--- src/rtl/gf16_pkg.sv ---
// Shared GF(2^4) definitions: field polynomial x^4 + x^3 + 1, exponentiator states,
// and the pure squaring/reduction helpers used by the multiplier and the top.
package gf16_pkg;

   localparam logic [4:0] GF16_POLY = 5'b11001;

   typedef enum logic [1:0] {
      IDLE = 2'd0,
      RUN  = 2'd1,
      DONE = 2'd2
   } state_t;

   // Squaring is linear over GF(2), so it collapses to a fixed XOR network
   function automatic logic [3:0] gf16_sqr(input logic [3:0] v);
      return {v[2] ^ v[3], v[1] ^ v[3], v[3], v[0] ^ v[2] ^ v[3]};
   endfunction

   // Long division of a 7-bit carry-less product by the field polynomial, highest term first
   function automatic logic [3:0] gf16_reduce(input logic [6:0] s);
      logic [6:0] r;
      r = s;
      for (int k = 6; k >= 4; k--) begin
         if (r[k]) r = r ^ (7'(GF16_POLY) << (k - 4));
      end
      return r[3:0];
   endfunction

endpackage

--- src/rtl/gf16_exp_sqm_mul.sv ---
// Combinational GF(2^4) multiplier: 4x4 carry-less product followed by modular reduction.
module gf16_mul
   import gf16_pkg::*;
(
   input  logic [3:0] x,
   input  logic [3:0] y,
   output logic [3:0] p
);

   logic [6:0] s;

   // Partial products XOR together because addition in GF(2) has no carries
   always_comb begin
      s = '0;
      for (int i = 0; i < 4; i++) begin
         for (int j = 0; j < 4; j++) begin
            s[i + j] = s[i + j] ^ (x[i] & y[j]);
         end
      end
   end

   assign p = gf16_reduce(s);

endmodule

--- src/rtl/gf16_exp_sqm.sv ---
// Sequential GF(2^4) exponentiator: z = a^e by MSB-first square-and-multiply,
// one exponent bit per clock; busy during the EW compute cycles, done pulses once.
module gf16_exp_sqm
   import gf16_pkg::*;
#(
   parameter int EW = 4
) (
   input  logic          clk,
   input  logic          rst,
   input  logic          start,
   input  logic [3:0]    a,
   input  logic [EW-1:0] e,
   output logic          busy,
   output logic          done,
   output logic [3:0]    z
);

   localparam int CW = (EW > 1) ? $clog2(EW) : 1;

   state_t          state;
   state_t          nxt;
   logic [3:0]      acc;
   logic [3:0]      alat;
   logic [EW-1:0]   elat;
   logic [CW-1:0]   cnt;
   logic [3:0]      sq;
   logic [3:0]      prod;
   logic [3:0]      step;
   logic            accept;

   assign sq = gf16_sqr(acc);

   gf16_mul u_mul (
      .x (sq),
      .y (alat),
      .p (prod)
   );

   // A new request is taken from IDLE or straight out of DONE for back-to-back use
   assign accept = start && ((state == IDLE) || (state == DONE));
   assign step   = elat[cnt] ? prod : sq;

   always_comb begin
      nxt = state;
      case (state)
         IDLE:    if (start) nxt = RUN;
         RUN:     if (cnt == '0) nxt = DONE;
         DONE:    nxt = start ? RUN : IDLE;
         default: nxt = IDLE;
      endcase
   end

   always_ff @(posedge clk or posedge rst) begin
      if (rst) state <= IDLE;
      else     state <= nxt;
   end

   // Operands are captured on acceptance so later input changes cannot disturb a run
   always_ff @(posedge clk or posedge rst) begin
      if (rst) begin
         acc  <= 4'h1;
         alat <= 4'h0;
         elat <= '0;
         cnt  <= '0;
         z    <= 4'h0;
      end else if (accept) begin
         acc  <= 4'h1;
         alat <= a;
         elat <= e;
         cnt  <= CW'(EW - 1);
      end else if (state == RUN) begin
         acc <= step;
         cnt <= cnt - 1'b1;
         if (cnt == '0) z <= step;
      end
   end

   assign busy = (state == RUN);
   assign done = (state == DONE);

endmodule

--- config.mk ---
export PLATFORM = sky130hd
export DESIGN_NAME = gf16_exp_sqm
export DESIGN_NICKNAME = d
export VERILOG_FILES = /design/src/rtl/gf16_pkg.sv /design/src/rtl/gf16_exp_sqm_mul.sv /design/src/rtl/gf16_exp_sqm.sv
export SDC_FILE = /design/constraint.sdc
export NUM_CORES = 1
export LEC_CHECK = 0
export BUFFER_PORTS_ARGS = -buffer_cell sky130_fd_sc_hd__buf_2
export CAP_MARGIN = 15
export CORE_UTILIZATION = 55
export DETAILED_ROUTE_END_ITERATION = 6
export GPL_ROUTABILITY_DRIVEN = 0
export PLACE_DENSITY = 0.76
export SYNTH_ARGS = -nofsm -noshare
export SYNTH_HDL_FRONTEND = slang
export SYNTH_SLANG_ARGS = --single-unit
--- constraint.sdc ---
create_clock -name clk -period 2.6 [get_ports clk]
set_input_delay 0.52 -clock clk [delete_from_list [all_inputs] [get_ports clk]]
set_output_delay 0.52 -clock clk [all_outputs]
set_load 0.03 [all_outputs]
# Word-level counts from Yosys, hierarchy flattened
# Cells that the tools add are included.
# totals
mem_bits_ro,0
latch_bits,0
n_memories,0
reg_bits,20
out_inout_bits,6
mem_bits_rw,0
# op_classes
bitwise_logic,33
add_sub_neg,1
muxes,14
eq_ne,4
magnitude_cmp,1
shifts,0
mul,0
n_reduce_logical,7
div_mod_pow,0
# ops
op,n
$and A1 B1 Y1,16
$mux W4,4
$xor A1 B1 Y1,13
$mux W2,4
$mux W6,1
$not A2 Y2,3
$pmux W2 S3,1
$mux W5,1
$logic_not A2 Y1,2
$lt A2 B3 Y1 const B,1
$reduce_and A3 Y1,1
$bmux W1 S2,1
$eq A2 B1 Y1 const B,1
$eq A2 B2 Y1 const B,1
$mux W1,2
$ne A2 B1 Y1 const B,1
$ne A2 B2 Y1 const B,1
$reduce_and A2 Y1,1
$reduce_bool A2 Y1,1
$sub A2 B1 Y2 const B,1
$logic_and A1 B1 Y1,1
$logic_or A1 B1 Y1,1
$not A1 Y1,1

# Depth between registers and ports, before layout
# Gate-level depths: netlist (run 1).
# depth
ltp_word,14
mapped_depth,9
ltp_nobuf,7

# Modules after synthesis
# From an unflattened synthesis (run 1), not the netlist that was laid out.
# hier_totals
hier_cells,144
area_unflattened_um2,1277.5
# by_module_without_submodules
module,n_inst,area_each_um2,seq_area_each_um2,cells_each
gf16_exp_sqm,1,945.9,501.7,94
gf16_mul,1,331.6,0.0,50

# Least setup slack after synthesis (run 1)
# No wires, ideal clock.
# synth_path
path_type,register -> register
start,register acc[3]
end,register z[1]
slack_ns,0.678
stages_incl_launch_ff,9
arrival_ns,1.798
setup_ns,0.125
required_ns,2.475
path_buffers,1
path_cell_list,dfrtp_1 buf_6 xnor2_1 mux2i_1 a22oi_1 xor2_1 mux2i_1 a21oi_1 mux2_2
# synth_between
elab_chain_cells,8
# synth_lines
element,line_no,text
from (decl),gf16_exp_sqm.sv:22,logic [3:0] acc;
from (signal assigned),gf16_exp_sqm.sv:72,acc <= step;
$xor A1 B1 Y1,gf16_pkg.sv:15,"return {v[2] ^ v[3], v[1] ^ v[3], v[3], v[0] ^ v[2] ^ v[3]};"
$and A1 B1 Y1,gf16_exp_sqm_mul.sv:17,s[i + j] = s[i + j] ^ (x[i] & y[j]);
$xor A1 B1 Y1,gf16_exp_sqm_mul.sv:17,
$mux W6 or $not A2 Y2 (tied branches),--,
$not A2 Y2 (no source line) or $mux W6 (tied branches),--,
$mux W5,gf16_pkg.sv:23,if (r[k]) r = r ^ (7'(GF16_POLY) << (k - 4));
$mux W4,gf16_pkg.sv:23,
$mux W4 (*),gf16_exp_sqm.sv:41,assign step = elat[cnt] ? prod : sq;
to (signal assigned),gf16_exp_sqm.sv:74,if (cnt == '0) z <= step;
to (decl),gf16_exp_sqm.sv:15,output logic [3:0] z
# Every way passes the cells marked *; elsewhere a longest branch is shown, timed or not.
# A chain may end at the register's enable or synchronous reset.

# Worst setup path after layout (run 1)
# layout_path
start,register acc[2]
end,register z[1]
# layout_between
elab_chain_cells,9
# layout_lines
element,line_no
$xor A1 B1 Y1 (2 in series),gf16_pkg.sv:15
$and A1 B1 Y1,gf16_exp_sqm_mul.sv:17
$xor A1 B1 Y1,gf16_exp_sqm_mul.sv:17
$mux W6 (*),gf16_pkg.sv:23
$not A2 Y2 (no source line),--
$mux W5 (*),gf16_pkg.sv:23
$mux W4 (*),gf16_pkg.sv:23
$mux W4 (*),gf16_exp_sqm.sv:41
# Marks and branches as above.

==> flow_metrics.tcl, run 1 <==
set metrics [dict create \
    outcome "completed" \
    cp_common_cell "xnor2_1" \
    synth_cells 151 \
    syn_to_final_growth_pct 4.574 \
    hp-class "input pin to async pin" \
    cts_tree "done" \
    fin_crit_sh_pct 91.61 \
    r2r_slack_ns 0.22 \
    postRouteAntennaNets 0 \
    core_mm2 0.002276 \
    synthFlopType "dfrtp_1" \
    setup.worst_path.start_class "flip-flop" \
    clock-sinks 20 \
    slowest_stage "dfrtp_1" \
    wire_per_inst_um 14.17 \
    yosysSeqAreaShare_pct 36.69 \
    rr_startpoint "acc[2]$_DFFE_PP0P_" \
    cts_hold_buf 0 \
    fin_crit_ns 2.382 \
    die_y_um 51.87 \
    avgSynthCellArea_um2 9.057 \
    final.setup.tns_ns 0 \
    synth-seq-cells 20 \
    async_flop_share_pct 100.0 \
    crit_fanout 20 \
    max_freq_mhz 419.8 \
    diodes 0 \
    grt_pass1_wl_mm 4.671 \
    grt_max_degree 21 \
    rows 17 \
    crit_end "z[1]$_DFFE_PP0P_" \
    cp.required_ns 2.78 \
    slew_headroom_pct 51.25 \
    port_buffers 16 \
    grt-ovfl-total 0 \
    antenna_found_initial 0 \
    routed_wl_mm 2.664 \
    io_pins 17 \
    critPathMaxStageDelay_ns 0.77 \
    synth.distinct_cells 43 \
    rsz0062_at_grt "no" \
    critPathCaptureType "flip-flop" \
    cts_htree_levels 1 \
    cts_root_buffer "clkbuf_4" \
    path_clk_slew_ns 0.11 \
    grt_use_total_pct 23.26 \
    syn-cell-area_mm2 0.001368 \
    skew_ns 0.004255 \
    clock_latency_ns 0.29 \
    drcViolationCount 0 \
    cap_violations 0 \
    cp_num_cells 7 \
    post-route-util_pct 62.84 \
    drive_above_1_share_pct 21.25 \
    r2r_end "z[1]$_DFFE_PP0P_" \
    numCtsBuffers 3 \
    startpoint "acc[2]$_DFFE_PP0P_" \
    final_hold_viol_count 0 \
    path_buf_inv 0 \
    synth_fp_nets 163 \
    vias_per_cell 5.926 \
    yosysWarnings 0 \
    path_cells "xnor2_1 -> xnor2_1 -> nand2_1 -> xor2_1 -> mux2i_1 -> a21oi_1 -> mux2_2" \
    fin_area_mm2 0.001430 \
    final_cells 188 \
    dpl.hpwl_mm 1.960 \
    cts_resized 0 \
    drt-pass1-iter-count 4 \
    die_area_mm2 0.002690 \
    num_vias 1114 \
    synth_area_leaders "dfrtp_1 35%, mux2_2 6.6%, nand2_1 6.6%" \
    place_area_mm2 0.001394 \
    start_util_pct 60.09 \
    clockBufferDepth 2 \
    r2r_cells 7 \
    yosys.area.top_type "dfrtp_1" \
    tightestPinTransition_ns 0.7304 \
    die_w_um 51.87 \
    slew_viol_final 0 \
    first_iter_violations 29 \
    cp.arrival_ns 2.56 \
    synth_edf_count 0 \
    post_cts_buffers 0 \
    dp.cells 184 \
    finalSetupViolCount 0 \
    grt_pass1_vias 1066 \
    yosys.area.top_type_share_pct 34.77 \
    fin_nets 173 \
    crit_family "XOR/XNOR gates" \
    path_class "flip-flop to flip-flop" \
]
==> synth_stat cells, types with 3 or more instances <==
cell,count
nor2b_1,5
o21ai_0,11
xnor2_1,4
nor3_1,3
nand2_1,24
a21oi_1,11
mux2i_1,5
inv_1,5
xor2_1,4
nand2b_1,5
buf_6,4
dfrtp_1,19
nor2_1,7
a22oi_1,3
mux2_2,8
==> through the flow <==
stage | hold slack, ns | worst slack [ns]
after floorplan | 0.4686 | 0.6775
after global placement | 0.4586 | 0.4307
after detailed placement | 0.4656 | 0.2903
after CTS | 0.3445 | 0.2594
after global routing | 0.4034 | 0.06315
final | 0.3311 | 0.2182
==> state kept, by name, summed over array words and instances (netlist names) <==
signal	cells
acc	4
alat	4
elat	4
z	4
cnt	2
state	2
==> cells by family after synthesis <==
kind of cell,share of synthesized area (%)
compound gates,18.85
xor+xnor,6.313
flops,36.69
buf+inv,9.240
mux,11.89
simple gates,16.10
fa+ha+maj,0.9148
==> final cells by class <==
class	count	area, um2
clock buffer	4	36.28
fill	195	845.8
inverter	6	22.52
multi-input combinational	112	739.5
sequential	20	501.7
tap	28	35.03
timing repair buffer	18	95.09
==> worst reg2reg max path: cells and delay by family (launching register included) <==
kind	cells	cell delay [ns]
compound gates	1	0.10
xor+xnor	3	0.80
flops	1	0.77
mux	2	0.49
simple gates	1	0.11
==> layout by cell type, fill, tap and decap left out, drive strengths merged <==
cell type,instances
nor2,7
a211oi,2
mux4,1
o311ai,1
mux2i,5
o21bai,1
a32oi,1
nor2b,5
a21oi,11
clkinv,1
inv,5
nand2,24
a221oi,1
mux2,8
nand4,1
nor3b,2
ha,1
nor3,3
dfrtp,19
o221ai,1
nand2b,5
a21boi,1
o21ai,11
xnor2,5
a32o,1
o22ai,1
dfstp,1
a22oi,3
nand3,1
clkbuf,4
o22a,1
a22o,1
buf,18
o31ai,2
xor2,4
a31oi,1
==> worst min path at each step <==
stage,from,end,slack (ns)
finish,rst,elat[0]$_DFFE_PP0P_,0.33
global route,rst,elat[0]$_DFFE_PP0P_,0.40
CTS,rst,elat[0]$_DFFE_PP0P_,0.34
detailed placement,z[0]$_DFFE_PP0P_,z[0]$_DFFE_PP0P_,0.47
global placement,z[3]$_DFFE_PP0P_,z[3]$_DFFE_PP0P_,0.46
floorplan,cnt[0]$_DFFE_PP0P_,cnt[0]$_DFFE_PP0P_,0.47
==> layer usage <==
layer	wire length, um	vias up	global-route usage [%]
met5	0	-	0
met4	17	0	8.108
met3	98	2	2.632
met2	1356	25	38.89
met1	1191	540	31.05
li1	-	547	-
Power of run 1 is not shown: default switching activity piles up to over one toggle a cycle in this logic, so the estimate is an artifact.
==> run 2: changes to the inputs <==
ABC_AREA = 1   (was default)
==> run 2 against run 1 <==
Against the previous run: core utilization grew 4.5 points; global-route usage grew 0.92 points; critical endpoint is now busy; hold slack lost 0.0082 ns; via count grew 4.8%.
==> flow_metrics.tcl, run 2 <==
set metrics [dict create \
    synth_top_family_by_area "simple AND/OR/NAND/NOR gates" \
    first_iter_violations 25 \
    synth.distinct_cells 28 \
    slew_headroom_pct 50.60 \
    cap_violations 0 \
    setup.worst_path.start_class "flip-flop" \
    synthFlopType "dfrtp_1" \
    postRouteAntennaNets 0 \
    finalWorstSetupSlack_ns 0.7625 \
    finalSetupViolCount 0 \
    place_ws_ns 0.8028 \
    fillers 190 \
    die_y_um 52.37 \
    final_hold_viol_count 0 \
    outcome "completed" \
    slowest_stage "dfrtp_1" \
    die_area_mm2 0.002742 \
    cts_root_buffer "clkbuf_4" \
    max_freq_mhz 544.2 \
    clock_latency_ns 0.30 \
    synth_edf_count 0 \
    grt_use_total_pct 24.19 \
    path_cells "inv_1 -> nor2_2 -> buf_2" \
    num_vias 1167 \
    tightestPinTransition_ns 0.7402 \
    fin_crit_ns 1.838 \
    start_util_pct 60.73 \
    muxShareOfSynthArea_pct 4.036 \
    routed_wl_mm 2.779 \
    post_cts_buffers 0 \
    rows 17 \
    final.setup.tns_ns 0 \
    synth_fp_nets 188 \
    synth_area_leaders "dfrtp_1 34%, nand2_1 13%, nand3_2 7.2%" \
    synth_xor_area_share_pct 0.6278 \
    grt_pass1_wl_mm 4.802 \
    layout_common_cells "48 x nand2_1, 19 x inv_1, 19 x dfrtp_1" \
    final_common_cell "nand2_1" \
    critPathMaxStageDelay_ns 0.37 \
    path_class "flip-flop to output port" \
    io_pins 17 \
    clockBufferDepth 2 \
    cts_resized 0 \
    yosys.area.top_type_share_pct 34.08 \
    crit_fanout 9 \
    rr_startpoint "acc[3]$_DFFE_PP0P_" \
    slew_viol_final 0 \
    cts_htree_levels 1 \
    critPathCaptureType "output port" \
    grt_max_degree 21 \
    clock-sinks 20 \
    cts_tree "done" \
    whs_ns 0.3229 \
    yosysWarnings 0 \
    synth-seq-cells 20 \
    fin_area_mm2 0.001548 \
    hp-class "input pin to async pin" \
    path_clk_slew_ns 0.11 \
    cp.arrival_ns 1.32 \
    numCtsBuffers 3 \
    grt_pass1_vias 1125 \
    startpoint "state[0]$_DFFE_PP0P_" \
    port_buffers 16 \
    async_flop_share_pct 100.0 \
    syn_to_final_growth_pct 10.94 \
    place_area_mm2 0.001495 \
    drcViolationCount 0 \
    drt-pass1-iter-count 4 \
    multi_input_area_um2 773.2 \
    skew_ns 0.003960 \
    dpl.hpwl_mm 2.221 \
    vias_per_cell 5.257 \
    synth_cells 176 \
    fin_crit_sh_pct 70.67 \
    yosysSeqAreaShare_pct 35.96 \
    yosysMostFrequentCell "nand2_1" \
    yosys.area_share.simple_pct 44.39 \
    seqCellArea_um2 501.7 \
    antenna_found_initial 0 \
    synthTopCellsByCount "48 x nand2_1, 19 x dfrtp_1, 19 x inv_1" \
    drive_above_1_share_pct 34.54 \
    fin_nets 207 \
    syn-cell-area_mm2 0.001395 \
    diodes 0 \
    core_mm2 0.002297 \
    rsz0062_at_grt "no" \
    die_w_um 52.37 \
    synth_compound_area_share_pct 5.471 \
    wire_per_inst_um 12.52 \
    yosys.area.top_type "dfrtp_1" \
    grt-ovfl-total 0 \
    synth-adder-area-share_pct 0.8969 \
    avgSynthCellArea_um2 7.927 \
    cts_hold_buf 0 \
    cp.required_ns 2.08 \
]
[run 2: per-stage QoR]
stage	std cells	util [%]
2_1_floorplan	176	-
3_5_place_dp	218	65.09
6_report	222	67.37
5_1_grt	222	67.37
4_1_cts	222	67.37
3_3_place_gp	218	65.09
[run 2: path summary, 6_finish.rpt]
check | depth (start not counted) | slack [ns] | end
max reg2reg | 11 | 0.79 | z[0]$_DFFE_PP0P_
min | 2 | 0.32 | z[2]$_DFFE_PP0P_
min reg2reg | 2 | 0.50 | z[3]$_DFFE_PP0P_
max | 3 | 0.76 | busy
max in group asynchronous | 2 | 1.81 | elat[1]$_DFFE_PP0P_
min in group clk | 2 | 0.44 | elat[0]$_DFFE_PP0P_
[run 2: worst max-delay path, delay by kind of cell, from the launching register on]
kind          cells  cell delay, ns
simple gates      1            0.30
flops             1            0.37
buf+inv           2            0.35
[run 2: layout make-up]
| cell class | instances | area share [%] |
|---|---|---|
| sequential | 20 | 32.42 |
| multi-input combinational | 128 | 49.96 |
| clock inverter | 1 | 1.940 |
| timing repair buffer | 16 | 5.174 |
| clock buffer | 3 | 1.455 |
| tap | 28 | 2.264 |
| inverter | 26 | 6.791 |
[run 2: kinds of logic (layout without fill, tap and decap cells)]
| family | count (synthesis) | count (layout) |
|---|---|---|
| compound gates | 12 | 12 |
| buf+inv | 28 | 46 |
| flops | 20 | 20 |
| fa+ha+maj | 1 | 1 |
| simple gates | 109 | 109 |
| mux | 5 | 5 |
| xor+xnor | 1 | 1 |
[run 2: routing by layer]
| metal | vias to the layer above | track usage [%] | routed length, um |
|---|---|---|---|
| li1 | 601 | - | - |
| met1 | 537 | 31.25 | 1318 |
| met2 | 27 | 40.51 | 1354 |
| met3 | 2 | 5.797 | 96 |
| met4 | 0 | 5.702 | 9 |
| met5 | - | 0 | 0 |
Power of run 2 is left out for the same reason.
